### src/rtl/roberto_uc_pkg.sv
// roberto_uc_pkg: state codes, debug error code and index-bus width helper for roberto_seq_uc
package roberto_uc_pkg;
  localparam logic [3:0] S_IDLE = 4'd0, S_RESET = 4'd1, S_MEDIR = 4'd2, S_ESP_SEG = 4'd3,
                         S_ENVIA = 4'd4, S_PROX_BYTE = 4'd5, S_PROX_SENSOR = 4'd6,
                         S_ESP_RX = 4'd7, S_PROX_RX = 4'd8, S_FINAL = 4'd9, S_ERRO = 4'd10;
  localparam logic [3:0] DB_ILEGAL = 4'b1111;
  typedef enum logic [3:0] {
    IDLE = S_IDLE, RESET = S_RESET, MEDIR = S_MEDIR, ESP_SEG = S_ESP_SEG, ENVIA = S_ENVIA,
    PROX_BYTE = S_PROX_BYTE, PROX_SENSOR = S_PROX_SENSOR, ESP_RX = S_ESP_RX,
    PROX_RX = S_PROX_RX, FINAL = S_FINAL, ERRO = S_ERRO
  } estado_t;
  function automatic int idx_w(input int n);
    return (n > 1) ? $clog2(n) : 1;
  endfunction
endpackage

### src/rtl/roberto_seq_uc_contador_idx.sv
// contador_idx: modulo-N index counter with clear, advance and wrap flag
module contador_idx import roberto_uc_pkg::*; #(
  parameter int N = 2,
  localparam int W = idx_w(N)
) (
  input  logic         clock,
  input  logic         reset,
  input  logic         zera,
  input  logic         conta,
  output logic [W-1:0] q,
  output logic         fim
);
  assign fim = q == W'(N - 1);
  always_ff @(posedge clock)
    if (reset || zera) q <= '0;
    else if (conta) q <= fim ? '0 : q + 1'b1;
endmodule

### src/rtl/roberto_seq_uc.sv
// roberto_seq_uc: measure / transmit / receive round sequencer; define RX_TIMEOUT_EN
// to bound each received byte by RX_TIMEOUT_CYC cycles with an exit through ERRO.
module roberto_seq_uc import roberto_uc_pkg::*; #(
  parameter int N_SENSORS        = 3,
  parameter int BYTES_PER_SENSOR = 4,
  parameter int N_RECV           = 3,
  parameter int RX_TIMEOUT_CYC   = 50_000_000
) (
  input  logic                             clock,
  input  logic                             reset,
  input  logic                             jogar,
  input  logic                             pronto_seg,
  input  logic                             pronto_serial,
  input  logic                             pronto_recepcao,
  output logic                             zera_sensor,
  output logic                             zera_serial,
  output logic                             zera_seg,
  output logic                             zera_recepcao,
  output logic                             zera_servos,
  output logic                             medir,
  output logic                             cont_seg,
  output logic                             partida_tx,
  output logic [idx_w(N_SENSORS)-1:0]      sensor_sel,
  output logic [idx_w(BYTES_PER_SENSOR)-1:0] byte_sel,
  output logic [N_RECV-1:0]                carrega_reg,
  output logic                             pronto,
  output logic                             erro,
  output logic [3:0]                       db_estado
);
  estado_t estado, prox;
  logic fim_s, fim_b, fim_r, zera_idx, estouro;
  logic [idx_w(N_RECV)-1:0] rx_idx;
  assign zera_idx = estado == RESET || estado == ERRO;
  contador_idx #(.N(N_SENSORS)) u_sensor (
    .clock, .reset, .zera(zera_idx), .conta(estado == PROX_SENSOR), .q(sensor_sel), .fim(fim_s)
  );
  contador_idx #(.N(BYTES_PER_SENSOR)) u_byte (
    .clock, .reset, .zera(zera_idx), .conta(estado == PROX_BYTE), .q(byte_sel), .fim(fim_b)
  );
  contador_idx #(.N(N_RECV)) u_rx (
    .clock, .reset, .zera(zera_idx), .conta(estado == PROX_RX), .q(rx_idx), .fim(fim_r)
  );
`ifdef RX_TIMEOUT_EN
  logic [31:0] tmo;
  always_ff @(posedge clock)
    if (reset || estado != ESP_RX) tmo <= '0;
    else tmo <= tmo + 1'b1;
  assign estouro = tmo == 32'(RX_TIMEOUT_CYC - 1);
  assign erro = estado == ERRO;
`else
  logic unused_tmo;
  assign unused_tmo = RX_TIMEOUT_CYC[0];
  assign estouro = 1'b0;
  assign erro = 1'b0;
`endif
  // a byte that arrives on the timeout cycle still counts as received
  always_comb begin
    prox = IDLE;
    case (estado)
      IDLE:        prox = jogar ? RESET : IDLE;
      RESET:       prox = MEDIR;
      MEDIR:       prox = ESP_SEG;
      ESP_SEG:     prox = pronto_seg ? ENVIA : ESP_SEG;
      ENVIA:       prox = pronto_serial ? PROX_BYTE : ENVIA;
      PROX_BYTE:   prox = fim_b ? PROX_SENSOR : ENVIA;
      PROX_SENSOR: prox = fim_s ? ESP_RX : ENVIA;
      ESP_RX:      prox = pronto_recepcao ? PROX_RX : estouro ? ERRO : ESP_RX;
      PROX_RX:     prox = fim_r ? FINAL : ESP_RX;
      default:     prox = IDLE;
    endcase
  end
  always_ff @(posedge clock)
    estado <= reset ? IDLE : prox;
  assign {zera_sensor, zera_serial, zera_seg, zera_recepcao, zera_servos} = {5{estado == RESET}};
  assign medir       = estado == MEDIR;
  assign cont_seg    = estado == ESP_SEG;
  assign partida_tx  = estado == ENVIA;
  assign pronto      = estado == FINAL;
  assign carrega_reg = (estado == PROX_RX) ? N_RECV'(1) << rx_idx : '0;
  assign db_estado   = (estado > ERRO) ? DB_ILEGAL : estado;
endmodule

### config.mk
export PLATFORM = sky130hd
export DESIGN_NAME = roberto_seq_uc
export DESIGN_NICKNAME = d
export VERILOG_FILES = /design/src/rtl/roberto_uc_pkg.sv /design/src/rtl/roberto_seq_uc_contador_idx.sv /design/src/rtl/roberto_seq_uc.sv
export SDC_FILE = /design/constraint.sdc
export NUM_CORES = 1
export LEC_CHECK = 0
export ABC_CLOCK_PERIOD_IN_PS = 2050
export CAP_MARGIN = 25
export CORE_MARGIN = 10
export CORE_UTILIZATION = 43
export DETAILED_ROUTE_END_ITERATION = 8
export PLACE_DENSITY = 0.77
export SETUP_SLACK_MARGIN = 0.4
export SYNTH_ARGS = -nofsm -noshare
export SYNTH_HDL_FRONTEND = slang
export SYNTH_SLANG_ARGS = --single-unit
export TNS_END_PERCENT = 50
### constraint.sdc
create_clock -name clock -period 2.05 [get_ports clock]
set_input_delay 0.3075 -clock clock [delete_from_list [all_inputs] [get_ports clock]]
set_output_delay 0.3075 -clock clock [all_outputs]
set_load 0.005 [all_outputs]
==> qor.log <==
qor: outcome.run_status finished, final reports clean
qor: sta.min_period_over_period 92.9%
qor: global_route.met3_usage 3.66%
qor: global_route.globalRouteMet2Util 22.0%
qor: power_and_ir_drop.combinationalPowerShare 32.6%
qor: final_layout.diodes 0
qor: power_and_ir_drop.share_seq_of_total_power 36.7%
qor: worst_setup_path.critical_path_arrival 1600 ps
qor: routing.detailedRoute.firstIterationViolations 13
qor: min_path.min_from u_rx.q[1]
qor: synthesis.synthTopCellsByArea sky130_fd_sc_hd__dfxtp_1 27%, sky130_fd_sc_hd__buf_4 5.0%, sky130_fd_sc_hd__nand2b_1 4.2%
qor: synthesis.asyncSetResetFlopFracSynth 0%
qor: power_and_ir_drop.p_per_area 452 nW/um2
qor: worst_setup_path.r2r_cells 4
qor: synthesis.post_synth_num_cell_types 40
qor: synthesis.yosysWarnings 0
qor: min_path.min_path_type reg2reg
qor: worst_setup_path.critical_path.startpoint_type flop
qor: global_route.first_pass_grt_wire_length 3530 um
qor: sta.setup_tns 0 ps
qor: worst_setup_path.critical_path.endpoint_type output pin
qor: routing.drt_wl_total 2270 um
qor: routing.detail-route-antenna-nets 0
qor: synthesis.ys_seq_elements 10
qor: synthesis.netlist.top_cell.by_area sky130_fd_sc_hd__dfxtp_1
qor: routing.firstDrtPassIters 4
qor: sta.report.final.hold_viol_count 0
qor: final_layout.multi_input_comb_area 513 um2
qor: global_route.grt_antenna_before_repair 0
qor: min_path.hold_path_depth 2
qor: sta.fmax 0.525 GHz
qor: sta.timing.final.ws_setup 146 ps
qor: clocking.clk-insertion-delay-late 260 ps
qor: place.place.port_buffers 25
qor: final_layout.post_route_cells_drive_above_1_share 34.4%
qor: global_route.busiest_layer met2
qor: sta.slew_violations 0
qor: worst_setup_path.regToRegEndpoint u_byte.q[1]
qor: sta.fin_crit 1900 ps
qor: global_route.via_count_of_the_first_global_routing_pass 752
qor: synthesis.synth_area 748 um2
qor: synthesis.post_synth_inst_count 91
qor: routing.wl_per_cell 16.0 um
qor: die.rows 15
qor: synthesis.synth_area_per_cell 8.22 um2
qor: global_route.grt_start_max_net_pins 23
qor: routing.total_via_count_after_detailed_routing 796
qor: clocking.cts_tree built
qor: die.die_x 61.7 um
qor: sta.timing.final.setup_violations 0
qor: worst_setup_path.crit_path_required_time 1740 ps
qor: power_and_ir_drop.switching_share 27.0%
qor: die.floorplan.core_area 1690 um2
qor: power_and_ir_drop.p_clk_share 30.6%
qor: clocking.clock_tree.root_cell sky130_fd_sc_hd__clkbuf_4
qor: clocking.htreeDepth 1
qor: sta.fin_hold_ws 500 ps
qor: final_layout.final.fill_count 119
qor: place.globalplace.congestion 0.756
qor: clocking.tritoncts_num_sinks 10
qor: die.io_pins 27
qor: routing.drc_errors 0
qor: synthesis.synth.yosys.seq_area_share 26.8%
qor: worst_setup_path.crit_fanout 2
qor: min_path.holdPathEnd u_rx.q[1]
qor: synthesis.synth_top_area_share 26.8%
qor: synthesis.number_of_flops_mapped_to_enable_cells_by_yosys 0
qor: global_route.globalRouteMet1Util 13.2%
qor: routing.route.detailed.vias_per_inst 5.61
qor: worst_setup_path.rr_startpoint estado[3]
qor: final_layout.most-common-layout-cells 13 x sky130_fd_sc_hd__clkdlybuf4s50_1, 12 x sky130_fd_sc_hd__buf_4, 7 x sky130_fd_sc_hd__dfxtp_1
qor: job.maxCapViolations 0
qor: final_layout.seq_area 204 um2
qor: place.dp_hpwl 1350 um
qor: power_and_ir_drop.internal_power 0.000410 W
qor: clocking.clk_pin_slew_worst_paths 70 ps
qor: global_route.gr-total-overflow 0
qor: worst_setup_path.criticalPathCategory reg2out
qor: place.dpl_worst_slack 2.19 ps
qor: power_and_ir_drop.vdd_ir_drop_max 0.292 mV
qor: synthesis.syn_nets 98
qor: sta.grt_setup_unrepaired true
qor: power_and_ir_drop.power.net_switching 0.000152 W
qor: synthesis.synthFlopType sky130_fd_sc_hd__dfxtp_1
qor: die.initial_utilization 44.3%
qor: final_layout.syn2layout_area_growth 65.9%
qor: worst_setup_path.setup.reg_to_reg.worst_slack 400 ps
qor: clocking.clock_tree.buffer_depth 2
qor: sta.final.setup_skew 5.54 ps
qor: clocking.cts_made_buffers 3
qor: final_layout.design.final.nets 133
qor: final_layout.layout.cells.most_common sky130_fd_sc_hd__clkdlybuf4s50_1
qor: power_and_ir_drop.leakage 0.565 nW
qor: global_route.grt.total_usage 12.2%
qor: die.chipHeight 61.7 um
qor: die.floorplan.die_area 3810 um2
## timing repair
item | in CTS | in global routing
endpoints found under the setup margin | 16 | 20
hold buffers | 0 | 0
buffers inserted | 6 | 4
gates resized for setup | 33 | 7
gates cloned | 2 | 0
pin swaps | 3 | 3
endpoints found under the hold margin | 0 | 0
## stage by stage
stage               utilization (%)  instance area [um2]  instances  power (W)
global placement               59.0                  997        126   0.000360
floorplan                         -                  748         91   0.000298
global route                   73.5                 1240        142   0.000592
detailed placement             59.0                  997        126   0.000362
finish                         73.5                 1240        142   0.000561
CTS                            69.3                 1170        138   0.000556
## cells by family (layout without fill, tap and decap cells)
| group | count (synthesis) | after routing | synth area share [%] |
|---|---|---|---|
| simple gates | 37 | 37 | 33.6 |
| compound gates | 23 | 23 | 24.1 |
| buf+inv | 18 | 52 | 12.0 |
| flops | 10 | 10 | 26.8 |
| fa+ha+maj | 1 | 1 | 1.67 |
| other cells | 1 | 1 | 0.501 |
| mux | 1 | 1 | 1.34 |
## power groups by stage
stage / logic [W] / clock network (W) / registers (W)
after global placement: 0.000152 / 0 / 0.000207
after global routing: 0.000199 / 0.000186 / 0.000207
after CTS: 0.000175 / 0.000175 / 0.000206
after floorplan: 0.0000905 / 0 / 0.000208
after detailed placement: 0.000155 / 0 / 0.000208
final: 0.000183 / 0.000172 / 0.000206
## worst max-delay path: stages, from the launching register on
cell and delay, ps:
sky130_fd_sc_hd__dfxtp_2 330, sky130_fd_sc_hd__or4b_4 530, sky130_fd_sc_hd__or3_4 350, sky130_fd_sc_hd__inv_2 60
sky130_fd_sc_hd__buf_6 80
## routing by layer
layer	wire length (um)	share of wire, %
met5	0	0
met4	57	2.5
met3	113	5.0
met2	1170	52
met1	924	41
## synthesized netlist by cell type (2+ instances only)
cell,count
sky130_fd_sc_hd__inv_1,4
sky130_fd_sc_hd__or3b_2,2
sky130_fd_sc_hd__nor2b_1,2
sky130_fd_sc_hd__a21oi_1,3
sky130_fd_sc_hd__nor4b_1,2
sky130_fd_sc_hd__dfxtp_1,10
sky130_fd_sc_hd__nand3b_1,3
sky130_fd_sc_hd__a31oi_1,2
sky130_fd_sc_hd__or3_1,3
sky130_fd_sc_hd__buf_4,5
sky130_fd_sc_hd__clkbuf_1,6
sky130_fd_sc_hd__nand2_1,5
sky130_fd_sc_hd__buf_2,3
sky130_fd_sc_hd__nand2b_1,5
sky130_fd_sc_hd__a21o_1,3
sky130_fd_sc_hd__a211oi_1,4
sky130_fd_sc_hd__nor3_1,6
## cell type report
class | count | share of cell area, %
multi-input combinational | 63 | 41.3
tap | 17 | 1.71
sequential | 10 | 16.4
timing repair buffer | 44 | 36.4
clock buffer | 4 | 2.92
inverter | 4 | 1.21
## sequential cells by signal, summed over array words and instances (netlist names)
signal,cells
u_byte.q,2
u_sensor.q,2
u_rx.q,2
estado,4
## how the worst max path moves through the flow
stage / slack, ps / startpoint / cells past startpoint / endpoint
2_1_floorplan: 430 / estado[3] / 4 / zera_seg
3_3_place_gp: 20 / estado[0] / 4 / carrega_reg[0]
3_5_place_dp: 2 / estado[0] / 4 / carrega_reg[0]
4_1_cts: 110 / estado[2] / 4 / carrega_reg[0]
5_1_grt: 90 / estado[2] / 4 / carrega_reg[0]
6_report: 150 / estado[2] / 4 / carrega_reg[0]
No activity file was read; power rests on OpenSTA's default activity.
